### config.mk
export PLATFORM = sky130hd
export DESIGN_NAME = digdug_hiscore_xfer
export DESIGN_NICKNAME = d
export VERILOG_FILES = /design/src/rtl/digdug_hiscore_xfer.sv
export SDC_FILE = /design/constraint.sdc
export NUM_CORES = 1
export LEC_CHECK = 0
export BUFFER_PORTS_ARGS = -buffer_cell sky130_fd_sc_hd__buf_2
export CAP_MARGIN = 20
export CORE_AREA = 2 2 66 131
export DETAILED_ROUTE_END_ITERATION = 16
export DIE_AREA = 0 0 68 133
export PLACE_DENSITY = 0.58
export SLEW_MARGIN = 15
export SYNTH_ARGS = -nofsm -noshare
export SYNTH_HDL_FRONTEND = slang
export SYNTH_SLANG_ARGS = --single-unit
### constraint.sdc
create_clock -name CL -period 2.8 [get_ports CL]
set_clock_uncertainty 0.2 [all_clocks]
set_input_delay 0 -clock CL [delete_from_list [all_inputs] [get_ports CL]]
set_output_delay 0 -clock CL [all_outputs]
set_load 0.005 [all_outputs]
### src/rtl/digdug_hiscore_xfer.sv
// Moves high-score bytes between a host byte stream and the I/O device
// high-score RAM port, in either direction, with abort and wrap-around addressing.
module digdug_hiscore_xfer #(
    parameter int unsigned RDLAT = 1
) (
    input  logic        CL,
    input  logic        RESET_N,
    input  logic        START_LD,
    input  logic        START_SV,
    input  logic        ABORT,
    input  logic [10:0] BASE,
    input  logic [10:0] LEN,
    input  logic [7:0]  HD_IN,
    input  logic        HD_INV,
    output logic        HD_INRDY,
    output logic [7:0]  HD_OUT,
    output logic        HD_OUTV,
    input  logic        HD_OUTRDY,
    output logic [10:0] HS_ADDRESS,
    output logic [7:0]  HS_DATA_IN,
    input  logic [7:0]  HS_DATA_OUT,
    output logic        HS_WRITE,
    output logic        HS_ACCESS,
    output logic        BUSY,
    output logic        DONE
);

    localparam logic [2:0] S_IDLE    = 3'd0;
    localparam logic [2:0] S_LD_WAIT = 3'd1;
    localparam logic [2:0] S_LD_WR   = 3'd2;
    localparam logic [2:0] S_SV_ADDR = 3'd3;
    localparam logic [2:0] S_SV_RD   = 3'd4;
    localparam logic [2:0] S_SV_OUT  = 3'd5;
    localparam logic [2:0] S_FIN     = 3'd6;

    localparam logic [1:0] RD_LAST = 2'(RDLAT - 1);

    logic [2:0]  state_q, state_d;
    logic [10:0] base_q, base_d;
    logic [10:0] len_q, len_d;
    logic [10:0] idx_q, idx_d;
    logic [1:0]  rdcnt_q, rdcnt_d;
    logic [7:0]  wdata_q, wdata_d;
    logic [7:0]  hd_out_q, hd_out_d;

    always_comb begin
        state_d  = state_q;
        base_d   = base_q;
        len_d    = len_q;
        idx_d    = idx_q;
        rdcnt_d  = rdcnt_q;
        wdata_d  = wdata_q;
        hd_out_d = hd_out_q;

        case (state_q)
            S_IDLE: begin
                if (START_SV || START_LD) begin
                    state_d = START_SV ? S_SV_ADDR : S_LD_WAIT;
                    base_d  = BASE;
                    len_d   = LEN;
                    idx_d   = '0;
                end
            end
            S_LD_WAIT: begin
                if (HD_INV) begin
                    wdata_d = HD_IN;
                    state_d = S_LD_WR;
                end
            end
            S_LD_WR: begin
                if (idx_q == len_q) begin
                    state_d = S_FIN;
                end else begin
                    idx_d   = idx_q + 11'd1;
                    state_d = S_LD_WAIT;
                end
            end
            S_SV_ADDR: begin
                rdcnt_d = '0;
                state_d = S_SV_RD;
            end
            S_SV_RD: begin
                // Address has been stable for RDLAT cycles by the last SV_RD cycle.
                if (rdcnt_q == RD_LAST) begin
                    hd_out_d = HS_DATA_OUT;
                    state_d  = S_SV_OUT;
                end else begin
                    rdcnt_d = rdcnt_q + 2'd1;
                end
            end
            S_SV_OUT: begin
                if (HD_OUTRDY) begin
                    if (idx_q == len_q) begin
                        state_d = S_FIN;
                    end else begin
                        idx_d   = idx_q + 11'd1;
                        state_d = S_SV_ADDR;
                    end
                end
            end
            S_FIN:   state_d = S_IDLE;
            default: state_d = S_IDLE;
        endcase

        if (ABORT) begin
            state_d = S_IDLE;
        end
    end

    always_ff @(posedge CL or negedge RESET_N) begin
        if (!RESET_N) begin
            state_q  <= S_IDLE;
            base_q   <= '0;
            len_q    <= '0;
            idx_q    <= '0;
            rdcnt_q  <= '0;
            wdata_q  <= '0;
            hd_out_q <= '0;
        end else begin
            state_q  <= state_d;
            base_q   <= base_d;
            len_q    <= len_d;
            idx_q    <= idx_d;
            rdcnt_q  <= rdcnt_d;
            wdata_q  <= wdata_d;
            hd_out_q <= hd_out_d;
        end
    end

    // 11-bit sum wraps 0x7FF -> 0x000 naturally; ABORT kills a pending write combinationally.
    assign HS_ADDRESS = base_q + idx_q;
    assign HS_DATA_IN = wdata_q;
    assign HS_WRITE   = (state_q == S_LD_WR) && !ABORT;
    assign HS_ACCESS  = (state_q != S_IDLE) && (state_q != S_FIN);
    assign BUSY       = HS_ACCESS;
    assign DONE       = (state_q == S_FIN);
    assign HD_INRDY   = (state_q == S_LD_WAIT);
    assign HD_OUTV    = (state_q == S_SV_OUT);
    assign HD_OUT     = hd_out_q;

endmodule
==> results of run 1 <==
==> cells in the final DEF (no fill, tap or decap), types with 2 or more instances in the layout <==
cell type      instances
nor3_1                 8
and4_1                 2
o21a_1                 2
buf_4                  5
clkbuf_16              5
a211oi_1               4
inv_1                  4
mux2i_1                2
nand3_1                5
xor2_1                16
or4_1                  5
nand2b_1               5
a31oi_1                2
or3_1                  7
and3_1                 3
mux2_2                17
ha_1                  12
dfrtp_1               53
xnor2_1                3
a211oi_2               2
nand3b_1               3
nand2_1               76
a21o_1                 2
nand4_1                3
nor2b_1                5
a21oi_1               18
o22ai_1                2
nor2_1                14
dlygate4sd3_1         42
buf_2                 77
o21ai_0               13
==> worst max-delay path by stage <==
stage | startpoint | end | slack [ns] | cells past startpoint
finish | idx_q[0] | HS_ADDRESS[8] | 0.16 | 8
global route | base_q[0] | HS_ADDRESS[8] | 0.04 | 8
CTS | idx_q[0] | HS_ADDRESS[8] | 0.01 | 8
detailed placement | idx_q[0] | HS_ADDRESS[8] | 0.30 | 8
global placement | idx_q[0] | HS_ADDRESS[10] | 0.33 | 8
floorplan | idx_q[0] | HS_ADDRESS[8] | 0.55 | 7
==> kinds of logic after synthesis <==
kind of cell               count (synthesis)  share of synthesized area
DFF                                       54                      0.441
buffers and inverters                     19                     0.0319
muxes                                     19                     0.0690
adders and majority gates                 13                     0.0556
xor gates and xnor gates                  19                     0.0543
AOI/OAI and AO/OA                         55                      0.115
and+or+nand+nor                          147                      0.233
==> repair_timing <==
item / 4_1_cts / 5_1_grt
endpoints found under the hold margin: 94 / 0
buffers inserted: 0 / 1
endpoints found under the setup margin: 2 / 2
hold buffers: 42 / 0
gates resized for setup: 1 / 3
pin swaps: 0 / 0
==> state kept, by name (all words and copies together) (netlist names) <==
| signal | count |
|---|---|
| HD_OUT | 8 |
| HS_DATA_IN | 8 |
| base_q | 11 |
| idx_q | 11 |
| len_q | 11 |
| rdcnt_q | 2 |
| state_q | 3 |
==> cell type report <==
| cell class | count | area share |
|---|---|---|
| Clock buffer | 5 | 0.0304 |
| Inverter | 4 | 0.00365 |
| Sequential cell | 54 | 0.329 |
| Clock inverter | 3 | 0.00608 |
| Timing Repair Buffer | 124 | 0.205 |
| Tap cell | 98 | 0.0298 |
| Multi-Input combinational cell | 253 | 0.396 |
==> worst max-delay path: cells and delay by family, from the launching register on <==
kind	cells	cell delay (ns)
flip-flops	1	0.41
buffers and inverters	1	0.13
adder cells (fa/ha/maj)	2	0.61
XOR/XNOR	1	0.15
AND/OR/NAND/NOR	1	0.10
AO/OA/AOI/OAI	3	0.75
==> stage by stage <==
step	setup slack (ns)	instances
global placement	0.327	490
floorplan	0.549	326
finish	0.157	541
global route	0.0394	541
CTS	0.0102	540
detailed placement	0.298	490
==> power groups by stage <==
stage / sequential (mW) / clock, mW / combinational, mW
after CTS: 1.34 / 0.663 / 1.52
after global routing: 1.39 / 0.692 / 1.71
after floorplan: 1.27 / 0 / 1.02
after detailed placement: 1.35 / 0 / 1.46
final: 1.34 / 0.638 / 1.52
after global placement: 1.34 / 0 / 1.43
==> routing by layer <==
layer,vias to the layer above,GRT usage
li1,1366,-
met1,1319,0.230
met2,60,0.311
met3,13,0.0298
met4,0,0.0578
met5,-,0
==> metrics.csv, run 1 <==
metric,value,unit
cts_made_buffers,5,
diodes,0,
dpl-instance-area,3520,um2
worst_pin_slew,0.688,ns
rows,47,
post-synth-top-count-cell,nand2_1,
r2r-end,state_q[2],
cts_tree,built,
utilization,0.507,
period_needed,2.64,ns
timing.fmax,378,MHz
synth_area_leaders,"dfrtp_1 44%, nand2_1 9.3%, mux2_2 6.2%",
switchingPower,1.34,mW
vias_per_cell,5.10,
status,"complete, no violations",
power.leakage,2.04,nW
drc_errors,0,
core_area,8120,um2
ys_async_sr_fraction,1.00,
antenna_left,0,
htreeDepth,2,
worst-setup-path-type,flip-flop to output port,
start_kind,flip-flop,
drt-met1-wl,3230,um
gp_congestion,0.834,
relSlewSlack,0.541,
r2r-start,idx_q[2],
grt_pass1_vias,2723,
clk_latency,0.30,ns
wl,7720,um
holdPathEnd,state_q[1],
cts.sinks,54,
num_vias,2758,
synth_seq_cells,54,
dr_wl_met3,253,um
fin_area,4120,um2
design.die.area,9040,um2
slowest_delay,0.41,ns
synth_top_area_share,0.441,
drtIter0Drc,121,
path_cells,ha_1 -> fa_2 -> a211oi_2 -> nor2_1 -> o21a_1 -> o41a_1 -> xor2_1 -> buf_2,
pwr-share-clk,0.183,
slew_violations,0,
syn_nets,384,
wire_per_inst,14.3,um
highest_layer,met4,
p_total,3.49,mW
place.port_buffers,77,
rrSetupSlack,0.17,ns
p_int,2.15,mW
routed-wl-met2,4100,um
synth-edff-count,0,
die_y,133,um
multiInputGateArea,1630,um2
cts_buffer_depth,2,
finalSetupViolations,0,
cp_slowest_cell,dfrtp_2,
synthCells,326,
drive_above_1_share,0.271,
seq_power_share,0.383,
nFillCells,751,
cap_violations,0,
antenna_found_initial,0,
setup_tns,0,ns
syn_avg_cell_area,9.40,um2
critPathMaxFanout,3,
gr-total-overflow,0,
rsz0062_at_grt,false,
grt_usage,0.183,
synth_common_cells,"76 x nand2_1, 54 x dfrtp_1, 19 x a21oi_1",
hold_start,HD_INV,
io_pins,78,
synth_top_flop_cell,dfrtp_1,
yosysTopAreaCell,dfrtp_1,
hpwl,5290,um
pwr-share-comb,0.434,
yosysUniqueCellTypes,51,
peakVddDrop,423,uV
area_delta_synth_final,34.4,%
clk_pin_slew,0.07,ns
grt_pass1_wl,12900,um
pwr_density_cell,848,nW/um2
grt_max_degree,55,
whs_path_depth,4,
firstDrtPassIters,4,
nNetsFinal,500,
synthesis.area,3060,um2
cts-root-buf,clkbuf_16,
switching_share,0.383,
fin_hold_ws,0.0548,ns
crit_arrival,2.44,ns
yosysWarnings,0,
reg2regPathDepth,6,
final-seq-area,1350,um2
hold_path_class,input port to flip-flop,
end_kind,output port,
fin_crit_sh,0.944,
ys_seq_area_frac,0.441,
die_x,68,um
required,2.60,ns
hold_violations,0,
start_util,0.377,
Power figures use the tool's default switching activity.
==> run 2, diff against run 1 <==
Settings changed: CELL_PAD_IN_SITES_DETAIL_PLACEMENT from default to 1, CELL_PAD_IN_SITES_GLOBAL_PLACEMENT from default to 2, CORE_AREA 2 2 66 131 to 2 2 73 144, DIE_AREA 0 0 68 133 to 0 0 75 146, PLACE_DENSITY 0.58 to 0.76.
==> run 2 against run 1 <==
  * Combinational power rose by 3%
  * Wire length increased by 17%
  * Core utilization shrank 8.0 points
  * Power grew 1.6%
  * First-iteration DRC count fell by 5.8%
  * Sequential power about the same
  * Register-to-register slack improved by 0.14 ns
  * Non-clock buffer count is 2 higher
  * Clock power is 2% lower
  * Setup slack better by 0.026 ns
  * Final cell count up 6.7%
  * Largest power group unchanged
==> metrics.csv, run 2 (same netlist as run 1, synthesis figures left out) <==
metric,value,unit
cts_made_buffers,5,
status,"complete, no violations",
cts_tree,built,
place.port_buffers,77,
setup_tns,0,ns
cts.sinks,54,
area_delta_synth_final,36.2,%
dpl-instance-area,3580,um2
antenna_left,0,
peakVddDrop,395,uV
clk_pin_slew,0.07,ns
pre_cts_ws,0.360,ns
nNetsFinal,502,
hold_violations,0,
num_vias,2791,
firstDrtPassIters,4,
clk_latency,0.30,ns
core_area,9760,um2
drtIter0Drc,114,
crit_arrival,2.42,ns
mostFrequentLayoutCells,"77 x buf_2, 76 x nand2_1, 54 x dfrtp_1, 43 x dlygate4sd3_1, 19 x a21oi_1",
rows,51,
hold_path_class,input port to flip-flop,
critPathMaxFanout,3,
end_kind,output port,
p_total,3.54,mW
finalSetupViolations,0,
wl,9030,um
finalNonFillerCells,577,
cap_violations,0,
period_needed,2.62,ns
io_pins,78,
design.die.area,11000,um2
reg_top3,"base_q (11), idx_q (11), len_q (11)",
post-place-cells,526,
htreeDepth,2,
gp_congestion,0.829,
drive_above_1_share,0.270,
vias_per_cell,4.84,
grt_pass1_wl,15000,um
fin_area,4170,um2
fin_hold_ws,0.102,ns
worst_pin_slew,0.658,ns
die_y,146,um
rsz0062_at_grt,false,
required,2.60,ns
gr-total-overflow,0,
worst-setup-path-type,flip-flop to output port,
grt_max_degree,43,
antenna_found_initial,0,
drc_errors,0,
nFillCells,1139,
relSlewSlack,0.559,
start_util,0.314,
utilization,0.427,
die_x,75,um
grt_usage,0.179,
cts_buffer_depth,2,
fin_crit_sh,0.935,
grt_pass1_vias,3043,
setup_slack,0.182,ns
power.leakage,2.05,nW
slew_violations,0,
final_common_cell,buf_2,
cts-root-buf,clkbuf_16,
pwr_density_cell,850,nW/um2
start_kind,flip-flop,
hpwl,6370,um
wire_per_inst,15.7,um
diodes,0,
timing.fmax,382,MHz
-- run 2: report_power, final --
| part | switching [mW] | internal (mW) | leakage (nW) | total, mW |
|---|---|---|---|---|
| clock network | 0.294 | 0.332 | 0.0740 | 0.626 |
| logic | 0.825 | 0.745 | 1.30 | 1.57 |
| registers | 0.266 | 1.08 | 0.683 | 1.35 |
-- run 2: cell type report --
class / count / area (um2) / area share
clock buffer: 5 / 125 / 0.0300
clock inverter: 3 / 18.8 / 0.00450
inverter: 4 / 15.0 / 0.00360
multi-input combinational: 253 / 1630 / 0.392
sequential: 54 / 1350 / 0.324
tap: 132 / 165 / 0.0396
timing repair buffer: 126 / 861 / 0.206
-- run 2: path summary, 6_finish.rpt --
check                      depth (start not counted)  slack, ns      start            end
max                                                8       0.18  base_q[0]  HS_ADDRESS[8]
min                                                4       0.10     HD_INV     state_q[1]
max reg2reg                                        6       0.31   idx_q[2]     state_q[2]
min reg2reg                                        2       0.29  base_q[0]      base_q[0]
max in group asynchronous                          3       1.39    RESET_N      base_q[7]
min in group asynchronous                          3       0.16    RESET_N      idx_q[10]
-- run 2: worst max-delay path, cell delays in order (launching register included) --
cell	delay, ns
dfrtp_1	0.38
ha_1	0.24
fa_2	0.39
a211oi_2	0.23
nor2_1	0.10
o21a_1	0.19
o41a_1	0.32
xor2_1	0.14
buf_2	0.13
-- run 2: routing by layer --
metal | global-route usage | vias up | share of wire
met5 | 0 | - | 0
met4 | 0.0821 | 0 | 0.031
met3 | 0.0256 | 18 | 0.019
met2 | 0.329 | 47 | 0.57
met1 | 0.190 | 1360 | 0.38
li1 | - | 1366 | -
-- run 2: repair_timing --
action,4_1_cts,5_1_grt
gates resized for setup,0,3
buffers inserted,0,0
hold endpoints to repair,94,0
hold buffers,43,0
endpoints found under the setup margin,0,3
==> run 3, diff against run 2 <==
Settings changed: ABC_AREA from default to 0, SETUP_SLACK_MARGIN from default to 0.4.
==> run 3 against run 2 <==
  * Combinational power is 3% higher
  * Flip-flop and latch count stayed put
  * Setup slack improved by 0.062 ns
  * Register-to-register slack gained 0.31 ns
  * Clock-buffer cell count stayed put
  * Maximum frequency increased by 2.4%
==> metrics.csv, run 3 (same netlist as run 1, synthesis figures left out) <==
metric,value,unit
multiInputGateArea,1680,um2
grt_pass1_wl,15100,um
crit_arrival,2.36,ns
nNetsFinal,506,
gr-total-overflow,0,
antenna_found_initial,0,
nFillCells,1135,
reg_top3,"base_q (11), idx_q (11), len_q (11)",
place.port_buffers,77,
start_util,0.314,
cap_violations,0,
cts_made_buffers,5,
final_common_cell,buf_2,
period_needed,2.56,ns
status,"complete, no violations",
drtIter0Drc,120,
mostFrequentLayoutCells,"77 x buf_2, 76 x nand2_1, 50 x dfrtp_1, 43 x dlygate4sd3_1",
htreeDepth,2,
wire_per_inst,15.7,um
relSlewSlack,0.559,
peakVddDrop,395,uV
grt_pass1_vias,3061,
setup_tns,0,ns
wl,9120,um
clk_latency,0.30,ns
fin_area,4250,um2
worst_pin_slew,0.658,ns
gp_congestion,0.829,
hold_violations,0,
area_delta_synth_final,38.7,%
core_area,9760,um2
io_pins,78,
finalNonFillerCells,581,
cts_buffer_depth,2,
pwr_density_cell,847,nW/um2
reg2regPathDepth,5,
dpl-instance-area,3580,um2
rows,51,
drive_above_1_share,0.303,
cts-root-buf,clkbuf_16,
cts.sinks,54,
final-seq-area,1360,um2
power.leakage,2.05,nW
finalSetupViolations,0,
die_x,75,um
worst-setup-path-type,flip-flop to output port,
clk_pin_slew,0.07,ns
firstDrtPassIters,4,
antenna_left,0,
timing.fmax,391,MHz
design.die.area,11000,um2
fin_hold_ws,0.0971,ns
cts_tree,built,
rsz0062_at_grt,true,
slew_violations,0,
fin_crit_sh,0.913,
hpwl,6370,um
critPathMaxFanout,2,
post-place-cells,526,
whs_path_depth,4,
grt_usage,0.180,
hold_path_class,input port to flip-flop,
diodes,0,
utilization,0.435,
num_vias,2813,
start_kind,flip-flop,
grt_max_degree,43,
required,2.60,ns
die_y,146,um
end_kind,output port,
drc_errors,0,
vias_per_cell,4.84,
## run 3: timing repair
item | in CTS | in global routing
pin swaps | 4 | 2
endpoints found under the setup margin | 6 | 18
hold buffers | 43 | 0
resized for setup | 7 | 11
hold endpoints to repair | 94 | 0
setup buffers | 3 | 1
## run 3: stage by stage
stage / power, mW / setup WS (ns)
after floorplan: 2.30 / 0.549
after global placement: 2.84 / 0.391
after detailed placement: 2.88 / 0.360
after CTS: 3.61 / 0.240
after global routing: 3.91 / 0.132
final: 3.60 / 0.245
## run 3: routing by layer
metal  up-vias  GRT usage  share of wire
met5         -          0              0
met4         0     0.0857          0.034
met3        21     0.0256          0.021
met2        50      0.329           0.57
met1      1368      0.192           0.38
li1       1374          -              -
## run 3: cell type report
type	instances	share of cell area
clock inverter	3	0.00442
sequential	54	0.319
timing repair buffer	130	0.210
tap	132	0.0389
multi-input combinational	253	0.395
inverter	4	0.00353
clock buffer	5	0.0294
## run 3: worst paths after layout
check,startpoint,end,slack (ns)
setup / recovery,idx_q[0],HS_ADDRESS[8],0.24
hold / removal,HD_INV,state_q[1],0.1
setup reg to reg,state_q[2],idx_q[9],0.62
hold reg to reg,base_q[8],base_q[8],0.30
max in group asynchronous,RESET_N,base_q[7],1.40
min in group asynchronous,RESET_N,idx_q[10],0.15
## run 3: worst max-delay path: stages, from the launching register on
cell and delay, ns:
dfrtp_1 0.38, ha_2 0.20, fa_2 0.35, a211oi_2 0.23
nor2_1 0.10, o21a_1 0.20, o41a_1 0.32, xor2_1 0.14
buf_2 0.13
## run 3: where the power goes
| group | switching (mW) | internal, mW |
|---|---|---|
| Sequential | 0.274 | 1.09 |
| Clock | 0.295 | 0.332 |
| Combinational | 0.835 | 0.778 |
| Total | 1.40 | 2.20 |
